### src/rtl/fifo_drain_tx.sv
// Drains an 8-deep byte FIFO and sends each byte as an async serial frame
// (start, 8 data bits LSB first, [even parity], stop). Parity: FIFO_DRAIN_TX_PARITY_EN.
module fifo_drain_tx #(
    parameter int CLKS_PER_BIT = 16,
    parameter int CNT_W        = 16
) (
    input  logic             clk,
    input  logic             reset,
    input  logic             tx_enable,
    input  logic             fifo_empty,
    input  logic [7:0]       fifo_dataout,
    output logic             fifo_r_en,
    output logic             tx,
    output logic             busy,
    output logic [CNT_W-1:0] sent_count,
    output logic [2:0]       dbg_state
);

`ifdef FIFO_DRAIN_TX_PARITY_EN
    typedef enum logic [2:0] {
        IDLE   = 3'd0,
        FETCH  = 3'd1,
        LOAD   = 3'd2,
        START  = 3'd3,
        DATA   = 3'd4,
        PARITY = 3'd5,
        STOP   = 3'd6
    } state_t;
`else
    typedef enum logic [2:0] {
        IDLE   = 3'd0,
        FETCH  = 3'd1,
        LOAD   = 3'd2,
        START  = 3'd3,
        DATA   = 3'd4,
        STOP   = 3'd6
    } state_t;
`endif

    localparam logic [15:0] BAUD_LAST = 16'(CLKS_PER_BIT - 1);

    state_t           state, state_next;
    logic [15:0]      baud, baud_next;
    logic [2:0]       bit_idx, bit_idx_next;
    logic [7:0]       shift, shift_next;
    logic [CNT_W-1:0] count_next;
    logic             tx_next;
    logic             baud_done;
`ifdef FIFO_DRAIN_TX_PARITY_EN
    logic             par, par_next;
`endif

    assign baud_done = (baud == BAUD_LAST);
    assign fifo_r_en = (state == FETCH);
    assign busy      = (state != IDLE);
    assign dbg_state = state;

    always_comb begin
        state_next   = state;
        baud_next    = baud;
        bit_idx_next = bit_idx;
        shift_next   = shift;
        count_next   = sent_count;
`ifdef FIFO_DRAIN_TX_PARITY_EN
        par_next     = par;
`endif
        case (state)
            IDLE: begin
                if (tx_enable && !fifo_empty) state_next = FETCH;
            end
            FETCH: state_next = LOAD;
            LOAD: begin
                // fifo_dataout is valid now, one cycle after the pop edge
                shift_next   = fifo_dataout;
                baud_next    = '0;
                bit_idx_next = '0;
`ifdef FIFO_DRAIN_TX_PARITY_EN
                par_next     = ^fifo_dataout;
`endif
                state_next   = START;
            end
            START: begin
                if (baud_done) begin
                    baud_next    = '0;
                    bit_idx_next = '0;
                    state_next   = DATA;
                end else begin
                    baud_next = baud + 16'd1;
                end
            end
            DATA: begin
                if (baud_done) begin
                    baud_next = '0;
                    if (bit_idx == 3'd7) begin
`ifdef FIFO_DRAIN_TX_PARITY_EN
                        state_next = PARITY;
`else
                        state_next = STOP;
`endif
                    end else begin
                        bit_idx_next = bit_idx + 3'd1;
                        shift_next   = {1'b0, shift[7:1]};
                    end
                end else begin
                    baud_next = baud + 16'd1;
                end
            end
`ifdef FIFO_DRAIN_TX_PARITY_EN
            PARITY: begin
                if (baud_done) begin
                    baud_next  = '0;
                    state_next = STOP;
                end else begin
                    baud_next = baud + 16'd1;
                end
            end
`endif
            STOP: begin
                if (baud_done) begin
                    baud_next  = '0;
                    count_next = sent_count + 1'b1;
                    state_next = IDLE;
                end else begin
                    baud_next = baud + 16'd1;
                end
            end
            default: state_next = IDLE;
        endcase

        // tx is decoded from the next state so the registered line changes
        // on the same edge the FSM enters each bit.
        tx_next = 1'b1;
        case (state_next)
            START:   tx_next = 1'b0;
            DATA:    tx_next = shift_next[0];
`ifdef FIFO_DRAIN_TX_PARITY_EN
            PARITY:  tx_next = par_next;
`endif
            default: tx_next = 1'b1;
        endcase
    end

    always_ff @(posedge clk or negedge reset) begin
        if (!reset) begin
            state      <= IDLE;
            baud       <= '0;
            bit_idx    <= '0;
            shift      <= '0;
            sent_count <= '0;
            tx         <= 1'b1;
`ifdef FIFO_DRAIN_TX_PARITY_EN
            par        <= 1'b0;
`endif
        end else begin
            state      <= state_next;
            baud       <= baud_next;
            bit_idx    <= bit_idx_next;
            shift      <= shift_next;
            sent_count <= count_next;
            tx         <= tx_next;
`ifdef FIFO_DRAIN_TX_PARITY_EN
            par        <= par_next;
`endif
        end
    end

endmodule

### config.mk
export PLATFORM = sky130hd
export DESIGN_NAME = fifo_drain_tx
export DESIGN_NICKNAME = d
export VERILOG_FILES = /design/src/rtl/fifo_drain_tx.sv
export SDC_FILE = /design/constraint.sdc
export NUM_CORES = 1
export LEC_CHECK = 0
export ABC_AREA = 1
export CAP_MARGIN = 30
export CORE_ASPECT_RATIO = 0.6
export CORE_MARGIN = 1
export CORE_UTILIZATION = 30
export CTS_CLUSTER_SIZE = 24
export DETAILED_ROUTE_END_ITERATION = 12
export GPL_TIMING_DRIVEN = 0
export PLACE_DENSITY = 0.6
export SLEW_MARGIN = 20
export SYNTH_ARGS = -nofsm -noshare
export SYNTH_HDL_FRONTEND = slang
export SYNTH_SLANG_ARGS = --single-unit
### constraint.sdc
create_clock -name clk -period 3.45 [get_ports clk]
set_clock_uncertainty 0.15 [all_clocks]
set_input_delay 0.345 -clock clk [delete_from_list [all_inputs] [get_ports clk]]
set_output_delay 0.345 -clock clk [all_outputs]
set_load 0.005 [all_outputs]
# After elaboration in Yosys (flattened, before gate mapping)
# Index checks and enable logic that the tools add are counted.
[word_totals] ff_bits=47 latchBits=0 mem_bits_rw=0 mem_bits_ro=0 output_inout_bits=22 mem_count=0
[op_classes] add_sub_neg=3 mul=0 n_div=0 n_lt_le_gt_ge=0 eq_ne=12 shifts=0 n_mux=16 bitwise=0 reduce_logical=11
[op_table] cell="$add 16x1->16 const B" count=2
[op_table] cell="$pmux 16 s2" count=1
[op_table] cell="$mux 3" count=8
[op_table] cell="$pmux 3 s6" count=1
[op_table] cell="$eq 16x4->1 const B" count=1
[op_table] cell="$mux 16" count=1
[op_table] cell="$mux 8" count=2
[op_table] cell="$pmux 8 s2" count=1
[op_table] cell="$eq 3x3->1 const B" count=4
[op_table] cell="$eq 3x2->1 const B" count=3
[op_table] cell="$pmux 3 s3" count=1
[op_table] cell="$ne 2x2->1 const B" count=3
[op_table] cell="$reduce_bool 3->1" count=2
[op_table] cell="$reduce_and 4->1" count=1
[op_table] cell="$reduce_bool 2->1" count=2
[op_table] cell="$add 3x1->3 const B" count=1
[op_table] cell="$eq 3x1->1 const B" count=1
[op_table] cell="$logic_not 3->1" count=1
[op_table] cell="$reduce_and 3->1" count=1
[op_table] cell="$reduce_or 3->1" count=1
[op_table] cell="$pmux 1 s2" count=1
[op_table] cell="$reduce_and 2->1" count=1
[op_table] cell="$logic_and 1x1->1" count=1
[op_table] cell="$logic_not 1->1" count=1

# Longest topological paths before layout
# Gate-level depths: netlist (run 1).
[depth] word_depth=6 mapped_depth=11 mapped_depth_nobuf=11

# Least setup slack after synthesis (run 1)
# No wires, ideal clock.
[synth_path] kind="register -> register" startpoint="register baud[0]" endpoint="register shift[1]" setup_time_ps=137 t_arrival_ps=1406 t_required_ps=3163 path_slack_ps=1756 stages_incl_launch_ff=9 n_path_buf=0 cell_sequence="dfrtp_1 > ha_1 > nand3_2 > nor2_4 > nand2_4 > inv_1 > nand2_2 > nand2_2 > o221ai_1"
[synth_via] elab_chain_cells=3
[synth_rtl] element="start, declared" line="43" source="logic [15:0] baud, baud_next;"
[synth_rtl] element="start signal, assigned" line="156" source="baud <= baud_next;"
[synth_rtl] element="$eq 16x4->1" line="53" source="assign baud_done = (baud == BAUD_LAST);"
[synth_rtl] element="$ne 2x2->1 (no source line)"
[synth_rtl] element="$reduce_and 3->1 (no source line)"
[synth_rtl] element="end signal, assigned" line="158" source="shift <= shift_next;"
[synth_rtl] element="end, declared" line="45" source="logic [7:0] shift, shift_next;"
# Every way passes these cells.
# A chain may end at the register's enable or synchronous reset.

# Worst setup path in the final report (run 1)
[layout_path] startpoint="register state[1] (netlist: dbg_state[1])" endpoint="output port fifo_r_en"
[layout_via] elab_chain_cells=1
[layout_rtl] element="start, declared" line="42" source="state_t state, state_next;"
[layout_rtl] element="start signal, assigned" line="155" source="state <= state_next;"
[layout_rtl] element="$eq 3x1->1" line="54" source="assign fifo_r_en = (state == FETCH);"
[layout_rtl] element="end, declared" line="12" source="output logic fifo_r_en,"
# Every way passes these cells.

==> impl_metrics.ini, run 1 <==
[outcome]
status = completed

[critical_path]
rr_worst_depth = 8
cp-startpoint = dbg_state[1]
reg2reg_to = shift[2]
worstSetupPathType = reg -> out
cpLargestDelayFamily = buffers and inverters
critical_path_required_ns = 2.95
crit_chain = nor3_1 > clkdlybuf4s50_1
worst-path-buf-inv = 1
critPathMaxStageDelay_ns = 0.54
r2r_start = baud[0]
start_kind = register
r2r_slack_ns = 1.45
slowest_stage = clkdlybuf4s50_1
worstPathArrival_ns = 1.52
cp.depth = 2
worst-path-max-fanout = 6
cp-end-kind = output pin

[clocking]
post_cts_buffers = 0
cts_tree = yes
cts_buffer_depth = 2
cts-root-buf = clkbuf_16
clock_latency_ns = 0.29
clkSlewWorstSetupHoldPaths_ns = 0.06
cts_buffers = 5
cts.sinks = 47
cts.htree.levels = 2

[floorplanning]
die-area_um2 = 8863
core_um2 = 8039
die_w_um = 120.9
io_pins = 34
fp.dieH_um = 73.33
initial_core_util = 0.3164
std_cell_rows = 25

[synth]
ys.flop_type = dfrtp_1
syn-num-nets = 319
yosysTopAreaCellShare = 0.4525
synth_area_leaders = dfrtp_1, nand2_1, nor2_1
yosysTopAreaCell = dfrtp_1
yosys_register_bits = 47
netlist_instances = 303
synth_area_per_cell_um2 = 8.395
ys_types = 31
ys_warn_count = 0
synth_edf_count = 0
async_reset_ff_frac = 1.000
synth_area_um2 = 2544
synth_seq_area_share = 0.4629

[timing]
final-hold-violation-count = 0
max-slew-margin-rel = 0.6534
drv_slew = 0
finalSetupViolations = 0
fin_crit_sh = 0.5830
tightest_slew_ns = 0.5160
fin_setup_tns_ns = 0
max_freq_ghz = 0.4972
rsz0062_at_grt = false
fin_crit_ns = 2.011

[worst_hold_path]
hold_path.class = reg -> reg
min_from = bit_idx[1]
hold_end = bit_idx[1]
worstHoldPathCells = 2

[global_route]
grt_pass1_wl_um = 9128
track_usage = 0.1329
grt_max_degree = 30
grt_pass1_vias = 1925
grt_remaining_overflow = 0
antenna_found_initial = 0

[power_and_ir_drop]
p_total_mw = 1.059
leakage_nw = 1.433
power_frac_seq = 0.527
power_density_nw_per_um2 = 333.5
ir_worst_vdd_uv = 146.5
p_sw_frac = 0.2082
combPwrFrac = 0.032
clkPwrFrac = 0.441
intPower_mw = 0.8381
power.switching_mw = 0.2204

[route]
drc = 0
vias = 2061
wl_per_cell_um = 11.71
dr.first_iter.drc_count = 141
avgViaCountPerCell = 4.540
drtAntennaViolNets = 0
drt-pass1-iter-count = 4
routed_wl_um = 5315

[placed_design]
io_buffer_count = 33
gp_congestion = 0.8095
dpl.hpwl_um = 4132
dp_cells = 445

[layout]
final_cell_mix = nand2_1, dfrtp_1, nor2_1, clkdlybuf4s50_1, inv_1
fin_nets = 361
area_growth_pct = 24.79
instances_no_fill = 454
layout_commonest_cell = nand2_1
drive_gt1_frac = 0.1185
post-route-util = 0.3949
antenna_cells = 0
fillers = 786

[job]
max_cap_viol_count = 0
==> flip-flops by register name, summed over array words and instances (netlist names) <==
| signal | cells |
|---|---|
| baud | 16 |
| sent_count | 16 |
| shift | 8 |
| bit_idx | 3 |
| dbg_state | 3 |
| tx | 1 |
==> synth_stat cells, types with 5 or more instances <==
library cell / count
o221ai_1: 6
xor2_1: 11
inv_2: 5
nand4_1: 7
dfrtp_1: 46
nand2_1: 76
o21ai_0: 13
nand3_1: 16
a21oi_1: 7
nor2_1: 32
nand2_2: 7
xnor2_1: 8
inv_1: 28
nor3_1: 10
==> layer usage <==
layer | vias to the layer above | GRT usage | part of all wire
li1 | 1076 | - | -
met1 | 933 | 0.2009 | 0.55
met2 | 50 | 0.1803 | 0.39
met3 | 2 | 0.03882 | 0.056
met4 | 0 | 0.03704 | 0.0051
met5 | - | 0 | 0
==> worst max path at each step <==
stage                 to  slack (ns)
2_1_floorplan   shift[1]        1.76
3_3_place_gp    shift[7]        0.44
3_5_place_dp    shift[2]        1.44
4_1_cts        fifo_r_en        1.41
5_1_grt         shift[5]        1.23
6_report       fifo_r_en        1.44
==> power groups by stage <==
stage / Sequential (mW) / Combinational [mW] / Clock, mW
after floorplan: 0.568 / 0.00615 / 0
after global placement: 0.568 / 0.0325 / 0
after detailed placement: 0.568 / 0.0348 / 0
after CTS: 0.558 / 0.0357 / 0.485
after global routing: 0.557 / 0.0395 / 0.510
final: 0.558 / 0.0342 / 0.467
==> metrics by stage <==
| step | worst slack, ns | hold slack (ns) | area, um2 |
|---|---|---|---|
| CTS | 1.408 | 0.3320 | 3174 |
| global route | 1.233 | 0.3573 | 3174 |
| floorplan | 1.756 | -0.1006 | 2544 |
| detailed placement | 1.442 | 0.1881 | 3024 |
| global placement | 0.4362 | 0.3108 | 3009 |
| finish | 1.439 | 0.3298 | 3174 |
==> cells by family after synthesis <==
family / share of synthesized area
simple gates: 0.3222
flops: 0.4629
buf+inv: 0.06001
compound gates: 0.06985
xor+xnor: 0.06542
fa+ha+maj: 0.01968
==> worst reg2reg max path: cells and delay by family, from the launching register on <==
family,cells,cell delay (ns)
flops,1,0.41
compound gates,1,0.12
simple gates,5,0.77
fa+ha+maj,1,0.23
buf+inv,1,0.19
==> area by class of cell <==
class,count,area [um2],area share
Timing Repair Buffer,35,355.3,0.1119
Buffer,2,22.52,0.007095
Clock buffer,5,125.1,0.03942
Tap cell,108,135.1,0.04257
Sequential cell,47,1177,0.3709
Clock inverter,3,15.01,0.004730
Inverter,34,130.1,0.04099
Multi-Input combinational cell,220,1214,0.3823
==> what timing repair did <==
action | 4_1_cts | 5_1_grt
resized for setup | 0 | 0
hold endpoints to repair | 18 | 0
hold buffers | 1 | 0
Power figures use the tool's default switching activity.
==> run 2: changes to the inputs <==
Settings changed: PLACE_DENSITY 0.6 to 0.61.
Clock period 3.45 ns to 1.85 ns, I/O delays scaled along.
==> impl_metrics.ini, run 2 (same netlist as run 1, synthesis figures left out) <==
[timing]
layout_setup_ws_ns = 0.05802
fin_crit_sh = 0.9686
tightest_slew_ns = 0.4391
fin_crit_ns = 1.792
final-hold-violation-count = 0
fin_setup_tns_ns = 0
rsz0062_at_grt = true
drv_slew = 0
max-slew-margin-rel = 0.7072
max_freq_ghz = 0.5580
finalSetupViolations = 0

[clocking]
clkSlewWorstSetupHoldPaths_ns = 0.06
cts_tree = yes
cts.htree.levels = 2
cts_buffers = 5
cts.sinks = 47
clock_latency_ns = 0.30
cts-root-buf = clkbuf_16
cts_buffer_depth = 2

[placed_design]
dpl.hpwl_um = 4200
io_buffer_count = 33
gp_congestion = 0.8219
pre_cts_slack_ns = -0.1422

[global_route]
antenna_found_initial = 0
grt_pass1_vias = 1931
grt_max_degree = 31
track_usage = 0.1396
grt_remaining_overflow = 0
grt_pass1_wl_um = 9411

[critical_path]
worst-path-max-fanout = 6
worstSetupPathType = reg -> reg
crit_chain = ha_4 > nand3_4 > nor2_4 > nand2_4 > nor2_8 > buf_6 > clkbuf_16 > nand2_1 > o21ai_0
critPathMaxStageDelay_ns = 0.41
worstPathArrival_ns = 1.86
critical_path_required_ns = 1.92
rr_worst_depth = 9
cp-end-kind = register
start_kind = register
slowest_stage = dfrtp_1

[outcome]
status = completed

[layout]
drive_gt1_frac = 0.1927
top_regs = baud (16), sent_count (16), shift (8)
final_cell_mix = nand2_1, dfrtp_1, clkdlybuf4s50_1
layout_commonest_cell = nand2_1
antenna_cells = 0
area_growth_pct = 33.74
fin_nets = 373
fillers = 787

[route]
drc = 0
drt-pass1-iter-count = 4
dr.first_iter.drc_count = 171
vias = 2205
drtAntennaViolNets = 0
routed_wl_um = 5833
avgViaCountPerCell = 4.732
wl_per_cell_um = 12.52

[floorplanning]
fp.dieH_um = 73.33
core_um2 = 8039
initial_core_util = 0.3164
die_w_um = 120.9
std_cell_rows = 25
io_pins = 34
die-area_um2 = 8863

[power_and_ir_drop]
ir_worst_vdd_uv = 349.9
power_density_nw_per_um2 = 587.2
leakage_nw = 1.546

[job]
max_cap_viol_count = 0

[worst_hold_path]
hold_path.class = in -> async
[run 2: cell count changes in the layout (fill, tap and decap cells not counted), moves of 3 or more]
| cell | change |
|---|---|
| nor2_2 | +4 |
| nor2_1 | -6 |
| o21ai_1 | +3 |
| nand2_4 | +3 |
| nand2_1 | -3 |
| o21ai_0 | -4 |
| buf_4 | +8 |
[run 2: worst max-delay path, delay by kind of cell (launching register included)]
family | cells | cell delay, ns
buffers and inverters | 2 | 0.26
adder cells (fa/ha/maj) | 1 | 0.18
AO/OA/AOI/OAI | 1 | 0.06
flip-flops | 1 | 0.41
AND/OR/NAND/NOR | 5 | 0.66
[run 2: power breakdown]
part           internal [mW]  switching [mW]  leakage (nW)  total, mW
logic                 0.0330          0.0324         0.871     0.0653
clock network          0.500           0.392        0.0679      0.892
registers               1.04         0.00295         0.607       1.04
[run 2: final timing paths]
kind / from / end / slack (ns)
min in group clk: tx_enable / dbg_state[0] / 0.29
max in group asynchronous: reset / tx / 0.75
hold / removal: reset / baud[6] / 0.21
setup reg to reg: baud[1] / sent_count[14] / 0.06
hold reg to reg: bit_idx[1] / bit_idx[1] / 0.34
setup / recovery: baud[1] / sent_count[14] / 0.06
[run 2: cell type report]
type                       instances  area, um2  share of cell area
multi-input combinational        220       1314              0.3862
sequential                        47       1180              0.3468
timing repair buffer              47      476.7              0.1401
tap                              108      135.1             0.03972
clock buffer                       7      132.6             0.03898
inverter                          34      132.6             0.03898
buffer                             2      26.28            0.007723
clock inverter                     1      5.005            0.001471
[run 2: per-stage QoR]
stage	total power [mW]	utilization	instances	cell area (um2)	hold slack, ns
2_1_floorplan	1.070	-	303	2544	-0.2606
3_3_place_gp	1.120	0.3743	444	3009	0.3093
3_5_place_dp	1.125	0.3762	445	3024	0.007630
4_1_cts	2.018	0.3974	456	3194	0.2426
5_1_grt	2.084	0.4232	466	3402	0.2696
6_report	1.998	0.4232	466	3402	0.2150
[run 2: routing by layer]
metal	vias to the layer above	global-route usage	wire (um)
li1	1103	-	-
met1	1051	0.2095	3067
met2	43	0.1873	2349
met3	8	0.03727	343
met4	0	0.05350	72
met5	-	0	0
[run 2: what timing repair did]
item                                   4_1_cts  5_1_grt
pin swaps                                    1       11
hold buffers                                 1        0
setup buffers                                2        9
cloned                                       0        1
gates resized for setup                      3       36
setup endpoints to repair                   23       32
endpoints found under the hold margin       17        0
